[src/rtl/mem_ctrl_pkg.sv]
// Shared types and constants for the two-port main-memory controller.
package mem_ctrl_pkg;

  typedef enum logic [1:0] {
    IDLE,
    SETUP,
    STROBE,
    RELEASE
  } mem_state_t;

  localparam logic PORT_FETCH = 1'b0;
  localparam logic PORT_DATA  = 1'b1;

  localparam int MEM_DEPTH_LOG2 = 9;

endpackage

[src/rtl/rr_arb2.sv]
// Two-request round-robin arbiter; req[0] is the fetch port, req[1] the data port.
module rr_arb2
  import mem_ctrl_pkg::*;
(
  input  logic       clk,
  input  logic       rst_n,
  input  logic       en,
  input  logic [1:0] req,
  input  logic       update,
  output logic       gnt_valid,
  output logic       gnt_id
);

  logic last_reg;

  // On a tie the port not granted last wins; a lone request wins outright.
  always_comb begin
    gnt_valid = en & (req[0] | req[1]);
    if (req[0] & req[1]) begin
      gnt_id = ~last_reg;
    end else begin
      gnt_id = req[1];
    end
  end

  always_ff @(posedge clk or negedge rst_n) begin
    if (!rst_n) begin
      last_reg <= PORT_FETCH;
    end else if (update) begin
      last_reg <= gnt_id;
    end
  end

endmodule

[src/rtl/mem_port_arbiter.sv]
// Shares one single-port memory between the fetch and load/store ports,
// sequencing SETUP/STROBE/RELEASE so address and data are stable around strobes.
module mem_port_arbiter
  import mem_ctrl_pkg::*;
#(
  parameter int DATA_W     = 32,
  parameter int ADDR_W     = 32,
  parameter int DEPTH_LOG2 = MEM_DEPTH_LOG2
) (
  input  logic              clk,
  input  logic              rst_n,
  input  logic              f_req,
  input  logic [ADDR_W-1:0] f_addr,
  output logic              f_ack,
  output logic [DATA_W-1:0] f_rdata,
  output logic              f_err,
  input  logic              d_req,
  input  logic              d_we,
  input  logic [ADDR_W-1:0] d_addr,
  input  logic [DATA_W-1:0] d_wdata,
  output logic              d_ack,
  output logic [DATA_W-1:0] d_rdata,
  output logic              d_err,
  output logic [ADDR_W-1:0] ram_address,
  output logic              ram_read,
  output logic              ram_write,
  output logic [DATA_W-1:0] ram_mdatain,
  input  logic [DATA_W-1:0] ram_q
);

  mem_state_t        state_reg, state_next;
  logic              port_reg;
  logic              we_reg;
  logic [ADDR_W-1:0] addr_reg;
  logic [DATA_W-1:0] wdata_reg;

  logic              arb_en;
  logic              gnt_valid;
  logic              gnt_id;
  logic [ADDR_W-1:0] sel_addr;
  logic              sel_we;
  logic              in_range;

  // The port being acked this cycle sits out this arbitration round.
  rr_arb2 u_arb (
    .clk       (clk),
    .rst_n     (rst_n),
    .en        (arb_en),
    .req       ({d_req & ~d_ack, f_req & ~f_ack}),
    .update    (gnt_valid),
    .gnt_valid (gnt_valid),
    .gnt_id    (gnt_id)
  );

  always_comb begin
    arb_en     = (state_reg == IDLE) || (state_reg == RELEASE);
    sel_addr   = (gnt_id == PORT_DATA) ? d_addr : f_addr;
    sel_we     = (gnt_id == PORT_DATA) ? d_we : 1'b0;
    in_range   = (sel_addr >> DEPTH_LOG2) == '0;
    state_next = state_reg;
    case (state_reg)
      IDLE, RELEASE: begin
        if (gnt_valid) begin
          state_next = in_range ? SETUP : RELEASE;
        end else begin
          state_next = IDLE;
        end
      end
      SETUP:   state_next = STROBE;
      STROBE:  state_next = RELEASE;
      default: state_next = IDLE;
    endcase
  end

  // Strobes decode straight from state so an async reset drops them at once.
  assign ram_read    = (state_reg == STROBE) & ~we_reg;
  assign ram_write   = (state_reg == STROBE) & we_reg;
  assign ram_address = addr_reg;
  assign ram_mdatain = wdata_reg;

  always_ff @(posedge clk or negedge rst_n) begin
    if (!rst_n) begin
      state_reg <= IDLE;
      port_reg  <= PORT_FETCH;
      we_reg    <= 1'b0;
      addr_reg  <= '0;
      wdata_reg <= '0;
      f_ack     <= 1'b0;
      f_err     <= 1'b0;
      f_rdata   <= '0;
      d_ack     <= 1'b0;
      d_err     <= 1'b0;
      d_rdata   <= '0;
    end else begin
      state_reg <= state_next;
      f_ack     <= 1'b0;
      d_ack     <= 1'b0;
      if (gnt_valid) begin
        port_reg <= gnt_id;
        if (in_range) begin
          addr_reg  <= sel_addr;
          we_reg    <= sel_we;
          wdata_reg <= d_wdata;
        end else if (gnt_id == PORT_DATA) begin
          // Out-of-range never touches the memory address lines.
          d_ack   <= 1'b1;
          d_err   <= 1'b1;
          d_rdata <= '0;
        end else begin
          f_ack   <= 1'b1;
          f_err   <= 1'b1;
          f_rdata <= '0;
        end
      end
      if (state_reg == STROBE) begin
        if (port_reg == PORT_DATA) begin
          d_ack   <= 1'b1;
          d_err   <= 1'b0;
          d_rdata <= we_reg ? '0 : ram_q;
        end else begin
          f_ack   <= 1'b1;
          f_err   <= 1'b0;
          f_rdata <= ram_q;
        end
      end
    end
  end

endmodule

[config.mk]
export PLATFORM = sky130hd
export DESIGN_NAME = mem_port_arbiter
export DESIGN_NICKNAME = d
export VERILOG_FILES = /design/src/rtl/mem_ctrl_pkg.sv /design/src/rtl/rr_arb2.sv /design/src/rtl/mem_port_arbiter.sv
export SDC_FILE = /design/constraint.sdc
export NUM_CORES = 1
export LEC_CHECK = 0
export ABC_CLOCK_PERIOD_IN_PS = 2600
export CORE_ASPECT_RATIO = 0.7
export CORE_MARGIN = 2
export CORE_UTILIZATION = 40
export CTS_CLUSTER_SIZE = 10
export DETAILED_ROUTE_END_ITERATION = 6
export HOLD_SLACK_MARGIN = 0.05
export PLACE_DENSITY_LB_ADDON = 0.25
export SLEW_MARGIN = 10
export SYNTH_ARGS = -nofsm -noshare
export SYNTH_HDL_FRONTEND = slang
export SYNTH_SLANG_ARGS = --single-unit
[constraint.sdc]
create_clock -name clk -period 2.6 [get_ports clk]
set_input_delay 0.78 -clock clk [delete_from_list [all_inputs] [get_ports clk]]
set_output_delay 0.78 -clock clk [all_outputs]
set_load 0.02 [all_outputs]
## After elaboration in Yosys (flattened, before gate mapping)

Cells that the tools add are included.

- Bits in registers: 136
- Bits of input ports: 133
- Word-level logic and storage cells: 67

- Equal/unequal tests: 3
- Mux-type cells: 37
- Bitwise logic cells: 11
- Reductions and logical operators: 5

Operators by type and width:

| kind | number |
|---|---|
| $mux W32 | 12 |
| $logic_not A32 Y1 | 1 |
| $mux W1 | 22 |
| $and A1 B1 Y1 | 6 |
| $pmux W2 S3 | 1 |
| $eq A2 B2 Y1 const B | 2 |
| $mux W2 | 2 |
| $not A1 Y1 | 4 |
| $eq A2 B1 Y1 const B | 1 |
| $logic_not A2 Y1 | 1 |
| $reduce_and A2 Y1 | 1 |
| $reduce_or A2 Y1 | 1 |
| $logic_or A1 B1 Y1 | 1 |
| $or A1 B1 Y1 | 1 |

## Depth between registers and ports, before layout

Gate-level depths: netlist of the first run.

- Word-level depth: 10
- Gate-level depth with buffers: 8

## Hierarchy

A second synthesis of the first run with hierarchy kept.

- Cell total of the unflattened synthesis: 417
- Area total of the unflattened synthesis: 5,407.7 um^2

Modules (own cells, without submodules):

| module | times used | cells each | area each (um^2) | sequential area each (um^2) |
|---|---|---|---|---|
| mem_port_arbiter | 1 | 413 | 5,341.4 | 3,403.3 |
| rr_arb2 | 1 | 4 | 66.3 | 25.0 |

## Least setup slack after synthesis of the first run

OpenSTA, ideal clock, no wires.

- Path type: input port to flip-flop
- Start point: input d_req
- End point: register addr_reg[0], in the netlist ram_address[0]
- Arrival: 2.112 ns
- Setup slack: 0.363 ns
- Stages: 6
- Buffers on the path: 2
- Path through: nor2b_1 o21ai_0 o21bai_1 buf_6 buf_6 mux2_4

- Word-level cells in the longest chain between the ends: 6

RTL lines:

| item | RTL line | source |
|---|---|---|
| from (decl) | mem_port_arbiter.sv:17 | `input logic d_req,` |
| $and A1 B1 Y1 (*) | mem_port_arbiter.sv:49 | `.req ({d_req & ~d_ack, f_req & ~f_ack}),` |
| $and A1 B1 Y1 | rr_arb2.sv:19 | `if (req[0] & req[1]) begin` |
| $mux W1 | rr_arb2.sv:19 |  |
| $mux W32 | mem_port_arbiter.sv:57 | `sel_addr = (gnt_id == PORT_DATA) ? d_addr : f_addr;` |
| $logic_not A32 Y1 | mem_port_arbiter.sv:59 | `in_range = (sel_addr >> DEPTH_LOG2) == '0;` |
| $reduce_and A2 Y1 (no line) | -- |  |
| to (signal assigned) | mem_port_arbiter.sv:101 | `addr_reg <= sel_addr;` |
| to (decl) | mem_port_arbiter.sv:34 | `logic [ADDR_W-1:0] addr_reg;` |

Mark *: on every way between the ends. The rest lies on a longest branch, timed or not.
A chain may end at the register's enable or synchronous reset.

## Worst setup path in the final report of the first run

- Start point: register state_reg[0]
- End point: output ram_read

- Word-level cells in the longest chain between the ends: 2

RTL lines:

| item | RTL line | source |
|---|---|---|
| from (decl) | mem_port_arbiter.sv:31 | `mem_state_t state_reg, state_next;` |
| from (signal assigned) | mem_port_arbiter.sv:95 | `state_reg <= state_next;` |
| $eq A2 B2 Y1 | mem_port_arbiter.sv:76 | `assign ram_read = (state_reg == STROBE) & ~we_reg;` |
| $and A1 B1 Y1 | mem_port_arbiter.sv:76 |  |
| to (decl) | mem_port_arbiter.sv:25 | `output logic ram_read,` |

No other way between the ends.

==> summary.md, run 1 <==
| Metric | Value |
|---|---|
| Status | completed |
| Initial DRC Count | 188 |
| Fin cells | 806 |
| DRT Wirelength | 15500 um |
| Worst Setup SP | state_reg[0] |
| CTS HTree Levels | 4 |
| Layout cells sized above 1 | 0.177 |
| Synth Area in Compound Gates | 0.123 |
| Global-route wire length before repair | 24500 um |
| NetSw | 2.34 mW |
| Synth area leader | dfrtp_1 |
| Worst Hold Class | in2async |
| Setup WS pre-CTS | -0.324 ns |
| Core Box Area | 12500 um2 |
| Top cells by area, synth | dfrtp_1 (66%), a22o_1 (11%), mux2_4 (7.6%) |
| Mapped Nets | 475 |
| Final setup fails | 0 |
| Residual DRC | 0 |
| WS Path Type | reg2out |
| Drt pass-1 iters | 7 |
| GR Overflow Total | 0 |
| Internal | 4.97 mW |
| Fin area | 8820 um2 |
| Die width | 140 um |
| Seq/Total Area, Yosys | 0.659 |
| CP Launch Type | flop |
| #FFs+latches synth | 136 |
| Cell Chain, Critical Path | inv_1 > ha_1 > inv_1 > nor2_1 > dlygate4sd2_1 |
| Setup ws final | 0.136 ns |
| Nets@finish | 765 |
| Post-synth EDFFs | 0 |
| DP Cell Count | 774 |
| DR vias | 4028 |
| Initial Util | 0.413 |
| Top cells by count, synth | dfrtp_1 (136), a22o_1 (65), mux2_4 (26) |
| ANT cells | 0 |
| Main combinational cell family by area after synthesis | multiplexers |
| Crit-path max FO | 6 |
| WL per Instance | 19.2 um |
| CP max stage delay | 0.36 ns |
| DIE AREA | 13900 um2 |
| Vias in the first global route | 4378 |
| Worst R2R Start | state_reg[1] |
| Worst VDD drop | 514 uV |
| R2R Path End | f_rdata[13] |
| Slowest-stage cell, CP | dfrtp_1 |
| I/O Pins | 267 |
| Gr usage total | 0.231 |
| Routability cong. | 0.771 |
| # port buffers | 266 |
| Sequential share of power | 0.349 |
| Worst setup endpoint | ram_read |
| Synth Area in XOR/XNOR | 0 |
| Hold Vio Cnt, Final | 0 |
| Distinct cells, synth | 27 |
| Switching share of power | 0.320 |
| Share of power burned in combinational logic | 0.307 |
| Cell with the most instances after synthesis | dfrtp_1 |
| Layout area overhead | 70.8% |
| F_max | 406 MHz |
| TNS Setup | 0 ns |
| Largest net degree at the start of global routing | 53 |
| Clk buf depth | 2 |
| Post-synthesis mux area share | 0.130 |
| TritonCTS clock tree | built |
| Yosys warning total | 0 |
| Maxcap violations | 0 |
| Area share of fa/ha/maj cells after synthesis | 0.00242 |
| Crit path required time | 1.82 ns |
| Via-per-instance ratio | 5.00 |
| Synth Cell Area | 5160 um2 |
| Detail Route Antenna Nets | 0 |
| RSZ-0062 raised after global routing | no |
| Dpl cell area | 8200 um2 |
| Slew margin rel. | 0.620 |
| Critical Path End Type | output port |
| Post-CTS Setup Inserts | 0 |
| Clk sinks | 136 |
| Mapped Cells | 341 |
| R2R setup slack | 0.69 ns |
| Top cell by count, worst path | inv_1 |
| Initial antenna violation count | 0 |
| Clock skew | 0.0100 ns |
| LEAKAGE | 4.09 nW |
| Final Max Slew Viols | 0 |
| Final HPWL DP | 11200 um |
| Ys flop type | dfrtp_1 |
| Clock-pin slew on the worst setup and hold paths | 0.07 ns |
| R2R cell count | 6 |
| Num rows | 34 |
| Final Cycle Share | 0.948 |
| Total power per unit cell area | 829 nW/um2 |
| Clock share of power | 0.344 |
| Async S/R FF share, synth | 1.00 |
| Slew of the pin with the lowest slew margin | 0.569 ns |
| Min Tclk post-route | 2.46 ns |
| Total CTS buffers | 17 |
| Post-synth top area share | 0.659 |
| Post-Synth Simple-Gate Area | 0.0606 |
| Skew-Pair Late Insertion Delay | 0.42 ns |
| Critical path data arrival time | 1.68 ns |
| Mean Syn Cell Area | 15.1 um2 |
| Clk root buf | clkbuf_16 |
| Die Ht | 99.1 um |
## cells in the final DEF, fill, tap and decap left out, types with 6 or more instances in the layout
cell,Yosys,final
buf_4,0,19
mux2_4,26,26
mux2_2,24,24
dfrtp_1,136,136
a22o_1,65,65
nor4_1,10,9
buf_12,0,6
clkdlybuf4s50_1,0,263
clkbuf_16,0,17
and2_1,24,24
## layout make-up
cell class	count	area (um2)
fillers	859	3680
flip-flops and latches	136	3400
repair buffers	291	2920
multi-input cells	180	1660
clock buffers	18	439
well taps	162	203
clock inverters	14	178
inverters	5	18.8
## how the worst min path moves through the flow
stage	from	end	slack, ns	cells after the start
after global placement	ram_address[27]	ram_address[27]	0.47	1
after detailed placement	ram_address[20]	ram_address[20]	0.47	1
after floorplan	rst_n	d_ack	0.48	0
final	rst_n	ram_address[26]	0.30	1
after CTS	rst_n	ram_address[24]	0.31	1
after global routing	rst_n	ram_address[28]	0.33	1
## per-stage QoR
step                total power [mW]  hold slack [ns]  utilization
floorplan                       3.65            0.484            -
detailed placement              4.84            0.470        0.656
global route                    7.64            0.334        0.705
finish                          7.31            0.302        0.705
global placement                4.81            0.471        0.656
CTS                             7.38            0.313        0.705
## power by group through the flow
stage / clock [mW] / combinational (mW) / sequential (mW)
2_1_floorplan: 0 / 0.819 / 2.83
3_3_place_gp: 0 / 2.23 / 2.58
3_5_place_dp: 0 / 2.26 / 2.58
4_1_cts: 2.57 / 2.26 / 2.55
5_1_grt: 2.65 / 2.40 / 2.58
6_report: 2.52 / 2.25 / 2.55
## logic make-up (layout without fill, tap and decap cells)
group | count (synthesis) | count (layout)
AO/OA/AOI/OAI | 74 | 74
adder cells (fa/ha/maj) | 1 | 1
buffers and inverters | 25 | 328
flip-flops | 136 | 136
multiplexers | 51 | 51
AND/OR/NAND/NOR | 54 | 54
## metal layers
layer / global-route usage / wire length, um / part of all wire / vias to the layer above
li1: - / - / - / 1832
met1: 0.301 / 6610 / 0.43 / 2004
met2: 0.372 / 7520 / 0.49 / 178
met3: 0.0739 / 1190 / 0.077 / 14
met4: 0.0715 / 177 / 0.011 / 0
met5: 0 / 0 / 0 / -
## worst max-delay path, delay by kind of cell, from the launching register on
| family | cells | cell delay [ns] |
|---|---|---|
| buf+inv | 3 | 0.55 |
| flops | 1 | 0.36 |
| fa+ha+maj | 1 | 0.23 |
| simple gates | 1 | 0.12 |
## what timing repair did
item	4_1_cts	5_1_grt
gates resized for setup	2	1
hold buffers	0	0
cloned	0	0
endpoints found under the setup margin	2	12
pin swaps	0	0
(Power assumes the default switching activity.)
==> inputs of run 2 (changes only) <==
--- a/config.mk
+++ b/config.mk
@@ -13,7 +13,7 @@
 export DETAILED_ROUTE_END_ITERATION = 6
 export HOLD_SLACK_MARGIN = 0.05
 export PLACE_DENSITY_LB_ADDON = 0.25
-export SLEW_MARGIN = 10
+export SLEW_MARGIN = 20
 export SYNTH_ARGS = -nofsm -noshare
 export SYNTH_HDL_FRONTEND = slang
 export SYNTH_SLANG_ARGS = --single-unit
==> results of run 2 <==
The final DEF is identical to that of run 1; final timing and power are the same.
==> inputs of run 3 (changes only) <==
--- a/config.mk
+++ b/config.mk
@@ -5,7 +5,7 @@
 export SDC_FILE = /design/constraint.sdc
 export NUM_CORES = 1
 export LEC_CHECK = 0
-export ABC_CLOCK_PERIOD_IN_PS = 2600
+export ABC_CLOCK_PERIOD_IN_PS = 2460
 export CORE_ASPECT_RATIO = 0.7
 export CORE_MARGIN = 2
 export CORE_UTILIZATION = 40
==> constraint.sdc (replaced) <==
create_clock -name clk -period 2.46 [get_ports clk]
set_input_delay 0.738 -clock clk [delete_from_list [all_inputs] [get_ports clk]]
set_output_delay 0.738 -clock clk [all_outputs]
set_load 0.02 [all_outputs]
==> run 3 against run 2 <==
  * Critical path depth up 3
  * Die area is the same
  * Critical path type is now in2reg
  * Via count is 0.55% lower
  * Hold slack lost 0.060 ns
  * Sequential share of layout area up 0.12 points
  * Setup slack gained 0.017 ns
  * Non-clock buffer count stayed put
  * Clock-buffer cell count decreased by 1
==> summary.md, run 3 (synthesized netlist as in run 1, its figures left out) <==
| Metric | Value |
|---|---|
| Clock share of power | 0.335 (was 0.344) |
| F_max | 434 MHz |
| DR vias | 4006 (was 4028) |
| Commonest cells after routing, fill and taps aside | clkdlybuf4s50_1 (263), dfrtp_1 (136), a22o_1 (65) (unchanged) |
| Setup ws final | 0.153 ns (was 0.136 ns) |
| Critical path data arrival time | 2.60 ns (was 1.68 ns) |
| CP Launch Type | input port (was flop) |
| R2R cell count | 8 (was 6) |
| Skew-Pair Late Insertion Delay | 0.41 ns (was 0.42 ns) |
| Hold Vio Cnt, Final | 0 (unchanged) |
| Residual DRC | 0 (unchanged) |
| Post-CTS Setup Inserts | 0 (unchanged) |
| Slew of the pin with the lowest slew margin | 0.593 ns (was 0.569 ns) |
| Quantity of hold-fixing buffers added after cts | 0 (unchanged) |
| Crit path max-delay family | buffers and inverters (unchanged) |
| Commonest non-fill, non-tap cell in the layout | clkdlybuf4s50_1 (unchanged) |
| Setup WS pre-CTS | -0.342 ns (was -0.324 ns) |
| Worst Hold Class | in2async (unchanged) |
| Core Box Area | 12500 um2 (unchanged) |
| Worst path bufs/invs | 3 (unchanged) |
| Total power per unit cell area | 868 nW/um2 (was 829 nW/um2) |
| ANT cells | 0 (unchanged) |
| Die Ht | 99.1 um (unchanged) |
| Die width | 140 um (unchanged) |
| R2R Path End | ram_mdatain[1] (was f_rdata[13]) |
| Clk buf depth | 2 (unchanged) |
| Dpl cell area | 8200 um2 (unchanged) |
| I/O Pins | 267 (unchanged) |
| CTS HTree Levels | 4 (unchanged) |
| Layout cells sized above 1 | 0.180 (was 0.177) |
| Switching share of power | 0.327 (was 0.320) |
| Routability cong. | 0.774 (was 0.771) |
| Clk sinks | 136 (unchanged) |
| Num rows | 34 (unchanged) |
| Critical Path End Type | flop (was output port) |
| Worst VDD drop | 631 uV (was 514 uV) |
| Initial Util | 0.413 (unchanged) |
| Initial antenna violation count | 0 (unchanged) |
| Final core occ | 0.703 (was 0.705) |
| Total CTS buffers | 17 (unchanged) |
| Global-route wire length before repair | 24400 um (was 24500 um) |
| Crit path required time | 2.75 ns (was 1.82 ns) |
| Detail Route Antenna Nets | 0 (unchanged) |
| Slowest-stage cell, CP | clkdlybuf4s50_1 (was dfrtp_1) |
| Gr usage total | 0.227 (was 0.231) |
| Final HPWL DP | 11200 um (about the same) |
| Final Max Slew Viols | 0 (unchanged) |
| Min Tclk post-route | 2.31 ns |
| Clock-pin slew on the worst setup and hold paths | 0.07 ns (about the same) |
| RSZ-0062 raised after global routing | no (unchanged) |
| # port buffers | 266 (unchanged) |
| TNS Setup | 0 ns (unchanged) |
| Worst R2R Start | port_reg (was state_reg[1]) |
| Status | completed (unchanged) |
| Initial DRC Count | 201 (was 188) |
| Sequential share of power | 0.354 (was 0.349) |
| Vias in the first global route | 4347 (was 4378) |
| GR Overflow Total | 0 (unchanged) |
| Final setup fails | 0 (unchanged) |
| Crit-path max FO | 24 (was 6) |
| DRT Wirelength | 15500 um (about the same) |
| TritonCTS clock tree | built (unchanged) |
| Share of power burned in combinational logic | 0.311 (was 0.307) |
| Fin area | 8800 um2 (was 8820 um2) |
| NetSw | 2.50 mW (was 2.34 mW) |
| LEAKAGE | 4.07 nW (was 4.09 nW) |
| Nets@finish | 765 (unchanged) |
| Final Cycle Share | 0.938 |
| Clk root buf | clkbuf_16 (unchanged) |
| Clock skew | 0.00816 ns (was 0.0100 ns) |
| Maxcap violations | 0 (unchanged) |
| Slew margin rel. | 0.604 (was 0.620) |
| Drt pass-1 iters | 4 (was 7) |
| CP max stage delay | 0.42 ns (was 0.36 ns) |
| DIE AREA | 13900 um2 (unchanged) |
| WS Path Type | in2reg (was reg2out) |
| Layout area overhead | 70.3% (was 70.8%) |
| Cell Chain, Critical Path | clkdlybuf4s50_1 > nor4_1 > nand4_1 > nor3_2 > buf_4 > o21bai_4 > buf_12 > mux2_4 (was inv_1 > ha_1 > inv_1 > nor2_1 > dlygate4sd2_1) |
| Largest net degree at the start of global routing | 53 (unchanged) |
| WL per Instance | 19.2 um (about the same) |
| R2R setup slack | 0.51 ns (was 0.69 ns) |
| Internal | 5.14 mW (was 4.97 mW) |
| Via-per-instance ratio | 4.97 (was 5.00) |
[run 3: cell types whose count changed in the layout (fill, tap and decap cells not counted), sizes merged]
cell,before,now
dlygate4sd2,2,0
inv,13,16
bufinv,2,1
clkbuf,18,19
clkinv,4,3
[run 3: power groups by stage]
| stage | clock network [mW] | registers (mW) | logic, mW |
|---|---|---|---|
| finish | 2.56 | 2.70 | 2.37 |
| global route | 2.70 | 2.73 | 2.55 |
| floorplan | 0 | 2.99 | 0.866 |
| global placement | 0 | 2.72 | 2.36 |
| CTS | 2.60 | 2.70 | 2.40 |
| detailed placement | 0 | 2.72 | 2.40 |
[run 3: final cells by class]
cell class	instances	area, um2
sequential	136	3400
fill	857	3710
tap	162	203
clock buffer	17	425
multi-input combinational	180	1660
inverter	5	18.8
clock inverter	15	173
timing repair buffer	291	2920
[run 3: metal layers]
metal,up-vias,GRT usage,part of all wire
met5,-,0,0
met4,0,0.0762,0.014
met3,20,0.0559,0.063
met2,164,0.371,0.49
met1,1989,0.300,0.43
li1,1833,-,-
[run 3: through the flow]
stage	power [mW]	cells	hold slack, ns
floorplan	3.86	341	0.442
global placement	5.08	774	0.471
detailed placement	5.12	774	0.473
CTS	7.71	806	0.252
global route	7.98	806	0.265
finish	7.63	806	0.242
[run 3: worst max path at each step]
stage	start	to	slack, ns	depth (start not counted)
floorplan	d_req	ram_address[0]	0.26	6
global placement	d_addr[9]	d_rdata[20]	-0.31	8
detailed placement	d_addr[10]	d_rdata[14]	-0.34	8
CTS	state_reg[0]	ram_read	0.005	5
global route	f_addr[26]	f_rdata[22]	0.009	8
finish	f_addr[26]	ram_mdatain[29]	0.15	8
[run 3: timing repair]
action,in CTS,in global routing
pin swaps,0,1
gates resized for setup,2,5
setup endpoints to repair,2,89
